==> src/rtl/wb_pkg.sv <==
// rtl/wb_pkg.sv - result-select codes and NOP bundle constants for the W stage
package wb_pkg;

  localparam int WB_ALU     = 0;
  localparam int WB_MEMW    = 1;
  localparam int WB_LINK    = 2;
  localparam int WB_LUI     = 3;
  localparam int WB_HI      = 4;
  localparam int WB_LO      = 5;
  localparam int WB_LB      = 6;
  localparam int WB_LBU     = 7;
  localparam int WB_LH      = 8;
  localparam int WB_LHU     = 9;
  localparam int WB_SEL_MAX = 9;

  // A bubble is an invalid, non-writing ALU-select bundle with all data zero.
  localparam logic NOP_VALID = 1'b0;
  localparam logic NOP_WE    = 1'b0;
  localparam int   NOP_SEL   = WB_ALU;

  typedef enum logic {
    LD_BYTE = 1'b0,
    LD_HALF = 1'b1
  } ld_size_e;

endpackage

==> src/rtl/wb_load_ext.sv <==
// rtl/wb_load_ext.sv - little-endian byte/halfword lane extract with sign or zero extension
module wb_load_ext
  import wb_pkg::*;
#(
  parameter int DATA_W = 32,
  parameter int OFF_W  = $clog2(DATA_W / 8)
) (
  input  logic [DATA_W-1:0] word,
  input  logic [OFF_W-1:0]  offset,
  input  logic              size,
  input  logic              sign,
  output logic [DATA_W-1:0] ext
);

  logic [OFF_W+2:0] sh_b;
  logic [OFF_W+2:0] sh_h;
  logic [7:0]       lane_b;
  logic [15:0]      lane_h;
  logic             fill_b;
  logic             fill_h;

  // Halfword lanes ignore offset bit 0, so the half shift drops it.
  assign sh_b   = {offset, 3'b000};
  assign sh_h   = {offset[OFF_W-1:1], 4'b0000};
  assign lane_b = word[sh_b +: 8];
  assign lane_h = word[sh_h +: 16];
  assign fill_b = sign & lane_b[7];
  assign fill_h = sign & lane_h[15];

  always_comb begin
    ext = '0;
    if (size == LD_HALF) begin
      ext = {{(DATA_W-16){fill_h}}, lane_h};
    end else begin
      ext = {{(DATA_W-8){fill_b}}, lane_b};
    end
  end

endmodule

==> src/rtl/wb_stage.sv <==
// rtl/wb_stage.sv - registered MIPS write-back stage and GRF write-data mux
// Optional misaligned-load flag under `WB_ALIGN_CHECK_EN.
module wb_stage
  import wb_pkg::*;
#(
  parameter int DATA_W = 32,
  parameter int IMM_W  = 16,
  parameter int REG_AW = 5,
  parameter int SEL_W  = 4
) (
  input  logic              clk,
  input  logic              reset,
  input  logic              en,
  input  logic              clr,
  input  logic              m_valid,
  input  logic [SEL_W-1:0]  m_sel,
  input  logic              m_we,
  input  logic [REG_AW-1:0] m_rd,
  input  logic [DATA_W-1:0] m_alu,
  input  logic [DATA_W-1:0] m_mem,
  input  logic [DATA_W-1:0] m_pc,
  input  logic [IMM_W-1:0]  m_imm,
  input  logic [DATA_W-1:0] m_hi,
  input  logic [DATA_W-1:0] m_lo,
  output logic              w_valid,
  output logic              w_we,
  output logic [REG_AW-1:0] w_rd,
  output logic [DATA_W-1:0] w_data,
  output logic [DATA_W-1:0] w_pc,
  output logic              w_misalign
);

  localparam int OFF_W = $clog2(DATA_W / 8);

  localparam logic [SEL_W-1:0] S_ALU  = SEL_W'(WB_ALU);
  localparam logic [SEL_W-1:0] S_MEMW = SEL_W'(WB_MEMW);
  localparam logic [SEL_W-1:0] S_LINK = SEL_W'(WB_LINK);
  localparam logic [SEL_W-1:0] S_LUI  = SEL_W'(WB_LUI);
  localparam logic [SEL_W-1:0] S_HI   = SEL_W'(WB_HI);
  localparam logic [SEL_W-1:0] S_LO   = SEL_W'(WB_LO);
  localparam logic [SEL_W-1:0] S_LB   = SEL_W'(WB_LB);
  localparam logic [SEL_W-1:0] S_LBU  = SEL_W'(WB_LBU);
  localparam logic [SEL_W-1:0] S_LH   = SEL_W'(WB_LH);
  localparam logic [SEL_W-1:0] S_LHU  = SEL_W'(WB_LHU);
  localparam logic [SEL_W-1:0] S_MAX  = SEL_W'(WB_SEL_MAX);
  localparam logic [SEL_W-1:0] S_NOP  = SEL_W'(NOP_SEL);

  logic              reg_valid;
  logic [SEL_W-1:0]  reg_sel;
  logic              reg_we;
  logic [REG_AW-1:0] reg_rd;
  logic [DATA_W-1:0] reg_alu;
  logic [DATA_W-1:0] reg_mem;
  logic [DATA_W-1:0] reg_pc;
  logic [IMM_W-1:0]  reg_imm;
  logic [DATA_W-1:0] reg_hi;
  logic [DATA_W-1:0] reg_lo;

  always_ff @(posedge clk) begin
    if (reset || clr) begin
      reg_valid <= NOP_VALID;
      reg_sel   <= S_NOP;
      reg_we    <= NOP_WE;
      reg_rd    <= '0;
      reg_alu   <= '0;
      reg_mem   <= '0;
      reg_pc    <= '0;
      reg_imm   <= '0;
      reg_hi    <= '0;
      reg_lo    <= '0;
    end else if (en) begin
      reg_valid <= m_valid;
      reg_sel   <= m_sel;
      reg_we    <= m_we;
      reg_rd    <= m_rd;
      reg_alu   <= m_alu;
      reg_mem   <= m_mem;
      reg_pc    <= m_pc;
      reg_imm   <= m_imm;
      reg_hi    <= m_hi;
      reg_lo    <= m_lo;
    end
  end

  logic              legal_sel;
  logic              ld_size;
  logic              ld_sign;
  logic [DATA_W-1:0] ld_val;
  logic [DATA_W-1:0] link_val;
  logic [DATA_W-1:0] lui_val;
  logic              misalign;

  assign legal_sel = (reg_sel <= S_MAX);
  assign ld_size   = (reg_sel == S_LH) || (reg_sel == S_LHU);
  assign ld_sign   = (reg_sel == S_LB) || (reg_sel == S_LH);
  assign link_val  = reg_pc + DATA_W'(8);

  generate
    if (DATA_W > 2 * IMM_W) begin : g_lui_sext
      assign lui_val = {{(DATA_W-2*IMM_W){reg_imm[IMM_W-1]}}, reg_imm, {IMM_W{1'b0}}};
    end else begin : g_lui_exact
      assign lui_val = {reg_imm, {IMM_W{1'b0}}};
    end
  endgenerate

  wb_load_ext #(
    .DATA_W (DATA_W),
    .OFF_W  (OFF_W)
  ) u_load_ext (
    .word   (reg_mem),
    .offset (reg_alu[OFF_W-1:0]),
    .size   (ld_size),
    .sign   (ld_sign),
    .ext    (ld_val)
  );

`ifdef WB_ALIGN_CHECK_EN
  // Word check looks at off[1:0] only, matching the 32-bit MEMW access size.
  assign misalign = reg_valid &
                    ((ld_size & reg_alu[0]) |
                     ((reg_sel == S_MEMW) & (reg_alu[1:0] != 2'b00)));
`else
  assign misalign = 1'b0;
`endif

  always_comb begin
    w_data = '0;
    case (reg_sel)
      S_ALU:                   w_data = reg_alu;
      S_MEMW:                  w_data = reg_mem;
      S_LINK:                  w_data = link_val;
      S_LUI:                   w_data = lui_val;
      S_HI:                    w_data = reg_hi;
      S_LO:                    w_data = reg_lo;
      S_LB, S_LBU, S_LH, S_LHU: w_data = ld_val;
      default:                 w_data = '0;
    endcase
  end

  assign w_valid    = reg_valid;
  assign w_rd       = reg_rd;
  assign w_pc       = reg_pc;
  assign w_misalign = misalign;
  assign w_we       = reg_we & reg_valid & (reg_rd != '0) & legal_sel & ~misalign;

endmodule

==> config.mk <==
export PLATFORM = sky130hd
export DESIGN_NAME = wb_stage
export DESIGN_NICKNAME = d
export VERILOG_FILES = /design/src/rtl/wb_pkg.sv /design/src/rtl/wb_load_ext.sv /design/src/rtl/wb_stage.sv
export SDC_FILE = /design/constraint.sdc
export NUM_CORES = 1
export LEC_CHECK = 0
export CORE_ASPECT_RATIO = 1.5
export CORE_MARGIN = 10
export CORE_UTILIZATION = 49
export CTS_BUF_LIST = sky130_fd_sc_hd__clkbuf_2 sky130_fd_sc_hd__clkbuf_4 sky130_fd_sc_hd__clkbuf_8
export DETAILED_ROUTE_END_ITERATION = 10
export GPL_TIMING_DRIVEN = 0
export PLACE_DENSITY = 0.82
export SETUP_SLACK_MARGIN = 0.15
export SKIP_CTS_REPAIR_TIMING = 1
export SLEW_MARGIN = 20
export SYNTH_ARGS = -nofsm -noshare
export SYNTH_HDL_FRONTEND = slang
export SYNTH_SLANG_ARGS = --single-unit
==> constraint.sdc <==
create_clock -name clk -period 2.7 [get_ports clk]
set_input_delay 0.54 -clock clk [delete_from_list [all_inputs] [get_ports clk]]
set_output_delay 0.54 -clock clk [all_outputs]
set_load 0.03 [all_outputs]
Yosys cells after proc, flatten, opt, wreduce, memory -nomap -nowiden
Cells that the tools add are included.
W data, S select, Z words.
- $add $sub $neg: 1
- shifts and indexed selects: 2
- equality and inequality tests: 9
- bitwise gates (word level): 5
- $lt $le $gt $ge: 1
- multiplexer cells: 2
- reduce and logical (&&, ||, !) cells: 6
- operators with widths (operator ; number):
    $pmux W32 S7 ; 1
    $add A32 B4 Y32 const B ; 1
    $mux W32 ; 1
    $shiftx A32 B6 Y16 ; 1
    $shiftx A32 B6 Y8 ; 1
    $eq A4 B3 Y1 const B ; 4
    $eq A4 B2 Y1 const B ; 2
    $eq A4 B4 Y1 const B ; 2
    $and A1 B1 Y1 ; 5
    $reduce_bool A5 Y1 ; 1
    $eq A4 B1 Y1 const B ; 1
    $le A4 B4 Y1 const B ; 1
    $logic_not A4 Y1 ; 1
    $reduce_or A4 Y1 ; 1
    $logic_or A1 B1 Y1 ; 3
- word-level logic and storage cells: 36
- register bits after elaboration: 187
- output and inout bits: 72

Depth between registers and ports, before layout
- depth in word-level cells: 5
- mapped depth: 8
- depth with buffers taken out: 6

Hierarchy
From an unflattened synthesis, not the netlist that was laid out.
- cell total of the unflattened synthesis: 948
- area, all modules: 9140.0 µm²
- by module, submodules not included (module ; seq. area each (µm²) ; cells an instance ; area an instance (µm²) ; instances):
    wb_stage ; 3743.6 ; 896 ; 8565.7 ; 1
    wb_load_ext ; 0.0 ; 52 ; 574.3 ; 1

Least setup slack after synthesis
No wires, ideal clock.
- kind: register -> output
- start: register reg_pc[3], in the netlist w_pc[3]
- end: output port w_data[29]
- cell stages (with the launch flop): 8
- path buffers: 1
- path slack: -0.028 ns
- arrival time: 2.188 ns
- cells stage by stage: dfxtp_1 ha_1 nand3_2 or3_1 buf_2 nor4_4 xnor2_1 o21ai_1
- cells in the longest elaborated chain, start to end: 2
- ends and longest elaborated chain (element ; RTL line ; RTL):
    from (decl) ; wb_stage.sv:54 ; logic [DATA_W-1:0] reg_pc;
    from (signal assigned) ; wb_stage.sv:78 ; reg_pc <= m_pc;
    $add A32 B4 Y32 ; wb_stage.sv:96 ; assign link_val = reg_pc + DATA_W'(8);
    $pmux W32 S7 ; wb_stage.sv:128 ; case (reg_sel)
    to (decl) ; wb_stage.sv:28 ; output logic [DATA_W-1:0] w_data,
No other way between the ends.

Final worst setup path
- start: register reg_sel[1]
- end: output port w_data[7]
- cells in the longest elaborated chain, start to end: 4
- ends and longest elaborated chain (element ; RTL line ; RTL):
    from (decl) ; wb_stage.sv:49 ; logic [SEL_W-1:0] reg_sel;
    from (signal assigned) ; wb_stage.sv:73 ; reg_sel <= m_sel;
    $eq A4 B4 Y1 ; wb_stage.sv:94, wb_stage.sv:128 ;
    $logic_or A1 B1 Y1 ; wb_stage.sv:94 ; assign ld_size = (reg_sel == S_LH) || (reg_sel == S_LHU);
    $mux W32 ; wb_load_ext.sv:32 ; if (size == LD_HALF) begin
    $pmux W32 S7 * ; wb_stage.sv:128 ;
Every way passes the cells marked *; elsewhere a longest branch is shown, timed or not.

==> results.rst <==
.. list-table::
   :header-rows: 1

   * - Metric
     - Value
   * - Vias per std cell
     - ~5.8
   * - Wire length after detailed routing
     - 33.7 mm
   * - Ys async rst share
     - 0%
   * - Area share of the largest cell type after synthesis
     - a little over two fifths
   * - Average wire length per cell after detail routing
     - between 20 and 25 um
   * - Initial antenna violation count
     - 1
   * - DRC violation total after the first TritonRoute iteration
     - between 800 and 900
   * - Proportion of power drawn by the clock network
     - 33.5%
   * - Count of H-tree levels built during CTS
     - 4
   * - Power density normalized to cell area
     - approximately 470 mW/mm2
   * - Die W
     - 129 um
   * - Cell chain of the critical path
     - buf_8 > or2_2 > o32ai_1 > a221oi_2 > o211ai_1 > buf_4
   * - Hold Path Class
     - reg2reg
   * - Shortest clock period the worst path allows after layout
     - just under 3000 ps
   * - Cell area after placement
     - 0.0117 mm2
   * - Met1 Wirelength
     - about 12 mm
   * - Slew Viols, Final
     - 0
   * - CP startpoint
     - reg_sel[1]
   * - Number of nets still failing antenna checks after routing
     - 0
   * - Max-capacitance violation count
     - 0
   * - Maximum single-stage delay on the critical path
     - roughly 610 ps
   * - Maximum number of pins on one net before global-route repair
     - 18
   * - Run status
     - complete, but fails checks
   * - Data required, critical path
     - ~2200 ps
   * - Sequential share of power
     - between 40 and 50%
   * - Total Power
     - 6.02 mW
   * - Warnings from Yosys
     - 0
   * - Clock net sink count
     - roughly 190
   * - Ranking of synthesized cells by area
     - sky130_fd_sc_hd__dfxtp_1, sky130_fd_sc_hd__mux2i_1, sky130_fd_sc_hd__nor2_1, sky130_fd_sc_hd__mux4_2, sky130_fd_sc_hd__buf_2
   * - Portion of total power attributed to combinational logic
     - between 10% and 20%
   * - Total I/O pin count
     - ~260
   * - DIE HEIGHT
     - 184 um
   * - Category of the most critical setup path
     - reg2out
   * - Met2 routed WL
     - 17.5 mm
   * - Later-pin clock latency in the skew report
     - about 470 ps
   * - Element type at the critical path start
     - register
   * - Buffer levels on the longest clock path
     - 2
   * - Final hold vios
     - 0
   * - Clock tree skew after final layout
     - 0 ps
   * - Most frequent cell after synthesis
     - sky130_fd_sc_hd__mux2i_1
   * - Smallest hold slack
     - 506 ps
   * - Origin of the critical flop-to-flop path
     - reg_sel[2]
   * - Post-DP HPWL
     - 25.4 mm
   * - Std-Cell Core Area
     - between 0.015 and 0.02 mm2
   * - Commonest cells in the synthesized netlist
     - sky130_fd_sc_hd__mux2i_1, sky130_fd_sc_hd__nor2_1, sky130_fd_sc_hd__dfxtp_1
   * - Final cell area excluding filler cells
     - around 0.013 mm2
   * - Max Fanout on Critical Path
     - 10
   * - Worst vdd rail ir drop
     - ~450 uV
   * - Total global routing overflow
     - 0
   * - Number of buffers created by CTS
     - 17
   * - Crit. End Element
     - output port
   * - Setup repair after global routing missed its margin
     - true
   * - Startpoint of the most critical hold path
     - reg_hi[28]
   * - Slowest stage cell, crit path
     - sky130_fd_sc_hd__o32ai_1
   * - Pin slew with the least headroom to its limit
     - between 800 and 900 ps
   * - Final estimated routing congestion in global placement
     - a little over 0.9
   * - Fraction of final layout cells sized beyond drive strength 1
     - 19.6%
   * - Starting utilization of the core area
     - 50.2%
   * - Number of global-route vias before repair
     - between 7,000 and 8,000
   * - Top layer in use
     - met4
   * - 1st-pass router iterations
     - 6
   * - Synthesized area
     - ~0.009 mm2
   * - Final setup TNS
     - -5100 ps
   * - Post-synth cell types
     - slightly above 50
   * - Synth Area per Inst
     - between 9 and 10 um2
   * - Internal power summed over all cells
     - 4.36 mW
   * - Layout overhead on the synthesized area
     - 47.4%
   * - Post-layout net count
     - ~1,400
   * - Global-route wire length before repair
     - 47.1 mm
   * - Number of synthesized register bits
     - approximately 190
   * - Net switching power of the design
     - 1.67 mW
   * - Clock transition at the registers of the reported paths
     - approximately 100 ps
   * - Count of vias placed by the detailed router
     - 8,270
   * - Root cell of the clock tree
     - sky130_fd_sc_hd__clkbuf_8
   * - Total die area
     - about 0.024 mm2
   * - Headroom to the max-slew limit
     - between 40% and 50%
   * - Violated checks
     - setup timing
   * - Leak
     - about 5.2 nW
   * - Largest area contributor in the netlist
     - sky130_fd_sc_hd__dfxtp_1
   * - Total setup violations reported at the end of the flow
     - 31
   * - Final worst-path cycle share
     - 110%
   * - Peak Freq
     - 0.337 GHz
   * - Sequential fraction of the synthesis area
     - 42.7%
   * - Total GRT Usage
     - 26.3%
   * - Arrival time at the worst endpoint
     - approximately 2400 ps
   * - Top flip-flop cell by instance count after synthesis
     - sky130_fd_sc_hd__dfxtp_1
   * - Number of port buffers
     - between 200 and 300
   * - Total met3 wirelength after detailed routing
     - ~2.6 mm
   * - Switching share of power
     - 27.7%
   * - PnR worst setup slack
     - -268 ps
   * - EDFF count, synth
     - 0
   * - CTS tree
     - yes
   * - Post-synthesis net count
     - 1,088
   * - Post-synthesis cell count
     - between 800 and 900
   * - Total DRC errors in the routed layout
     - 0
   * - Row count
     - between 50 and 60
-- cell type report --
class,instances,area [um2]
Multi-Input combinational cell,637,5110
Fill cell,1236,4560
Sequential cell,187,3780
Timing Repair Buffer,288,2870
Buffer,67,462
Tap cell,213,267
Clock buffer,17,234
Clock inverter,15,188
Inverter,5,18.8
Antenna cell,1,2.50
-- metrics by stage --
step | worst slack (ps) | utilization [%] | cells
after global placement | -600 | 66.7 | 1369
after global routing | -299 | 73.9 | 1430
after CTS | -1130 | 69.1 | 1401
final | -268 | 73.9 | 1430
after floorplan | 186 | - | 896
after detailed placement | -608 | 66.7 | 1369
-- path summary, 6_finish.rpt --
path | to | slack [ps] | depth (start not counted)
hold reg to reg | reg_hi[28] | 510 | 2
hold / removal | reg_hi[28] | 510 | 2
setup reg to reg | reg_sel[2] | 1560 | 4
setup / recovery | w_data[7] | -270 | 6
-- power by group through the flow --
stage | Sequential (mW) | Combinational, mW | Clock [mW]
after CTS | 2.93 | 0.986 | 2.04
after detailed placement | 3.00 | 0.980 | 0
after global routing | 2.95 | 1.13 | 2.13
after floorplan | 3.00 | 0.466 | 0
after global placement | 2.99 | 0.966 | 0
final | 2.94 | 1.07 | 2.02
-- state kept, by name (all words and copies together) (netlist names) --
name / cells
reg_alu: 32
reg_mem: 32
reg_hi: 32
reg_sel: 4
w_pc: 32
reg_we: 1
w_rd: 5
w_valid: 1
reg_lo: 32
reg_imm: 16
-- cells by family after synthesis --
group	Yosys count	share of synthesized area, %
AO/OA/AOI/OAI	85	7.10
flip-flops	187	42.7
AND/OR/NAND/NOR	293	14.6
adder cells (fa/ha/maj)	1	0.143
XOR/XNOR	26	2.59
multiplexers	231	29.2
other	1	0.0427
buffers and inverters	72	3.68
-- layer usage --
metal	up-vias	global-route usage, %
li1	3793	-
met1	3939	29.0
met2	445	46.8
met3	93	5.66
met4	0	12.0
met5	-	0
-- worst max-delay path, delay by kind of cell (launching register included) --
family	cells	cell delay, ps
flops	1	360
simple gates	1	350
buf+inv	2	370
compound gates	3	850
-- cell usage in the layout (no fill, tap or decap), types with 7 or more instances in the layout --
cell type / netlist / layout
sky130_fd_sc_hd__clkdlybuf4s50_1: 0 / 227
sky130_fd_sc_hd__mux2i_1: 211 / 209
sky130_fd_sc_hd__nor2_1: 204 / 200
sky130_fd_sc_hd__dfxtp_1: 187 / 171
sky130_fd_sc_hd__buf_4: 2 / 37
sky130_fd_sc_hd__buf_6: 1 / 25
sky130_fd_sc_hd__clkbuf_1: 28 / 23
sky130_fd_sc_hd__mux4_2: 20 / 20
sky130_fd_sc_hd__buf_2: 30 / 18
sky130_fd_sc_hd__nand2_1: 20 / 18
sky130_fd_sc_hd__clkbuf_8: 0 / 17
sky130_fd_sc_hd__nand3_1: 17 / 15
sky130_fd_sc_hd__xor2_1: 12 / 12
sky130_fd_sc_hd__xnor2_1: 14 / 12
sky130_fd_sc_hd__o21ai_1: 16 / 10
sky130_fd_sc_hd__dfxtp_2: 0 / 9
sky130_fd_sc_hd__nand4_1: 8 / 8
sky130_fd_sc_hd__a221oi_2: 0 / 8
sky130_fd_sc_hd__o21ai_2: 1 / 8
sky130_fd_sc_hd__a211oi_1: 12 / 7
sky130_fd_sc_hd__dfxtp_4: 0 / 7
No activity file was read; power rests on OpenSTA's default activity.
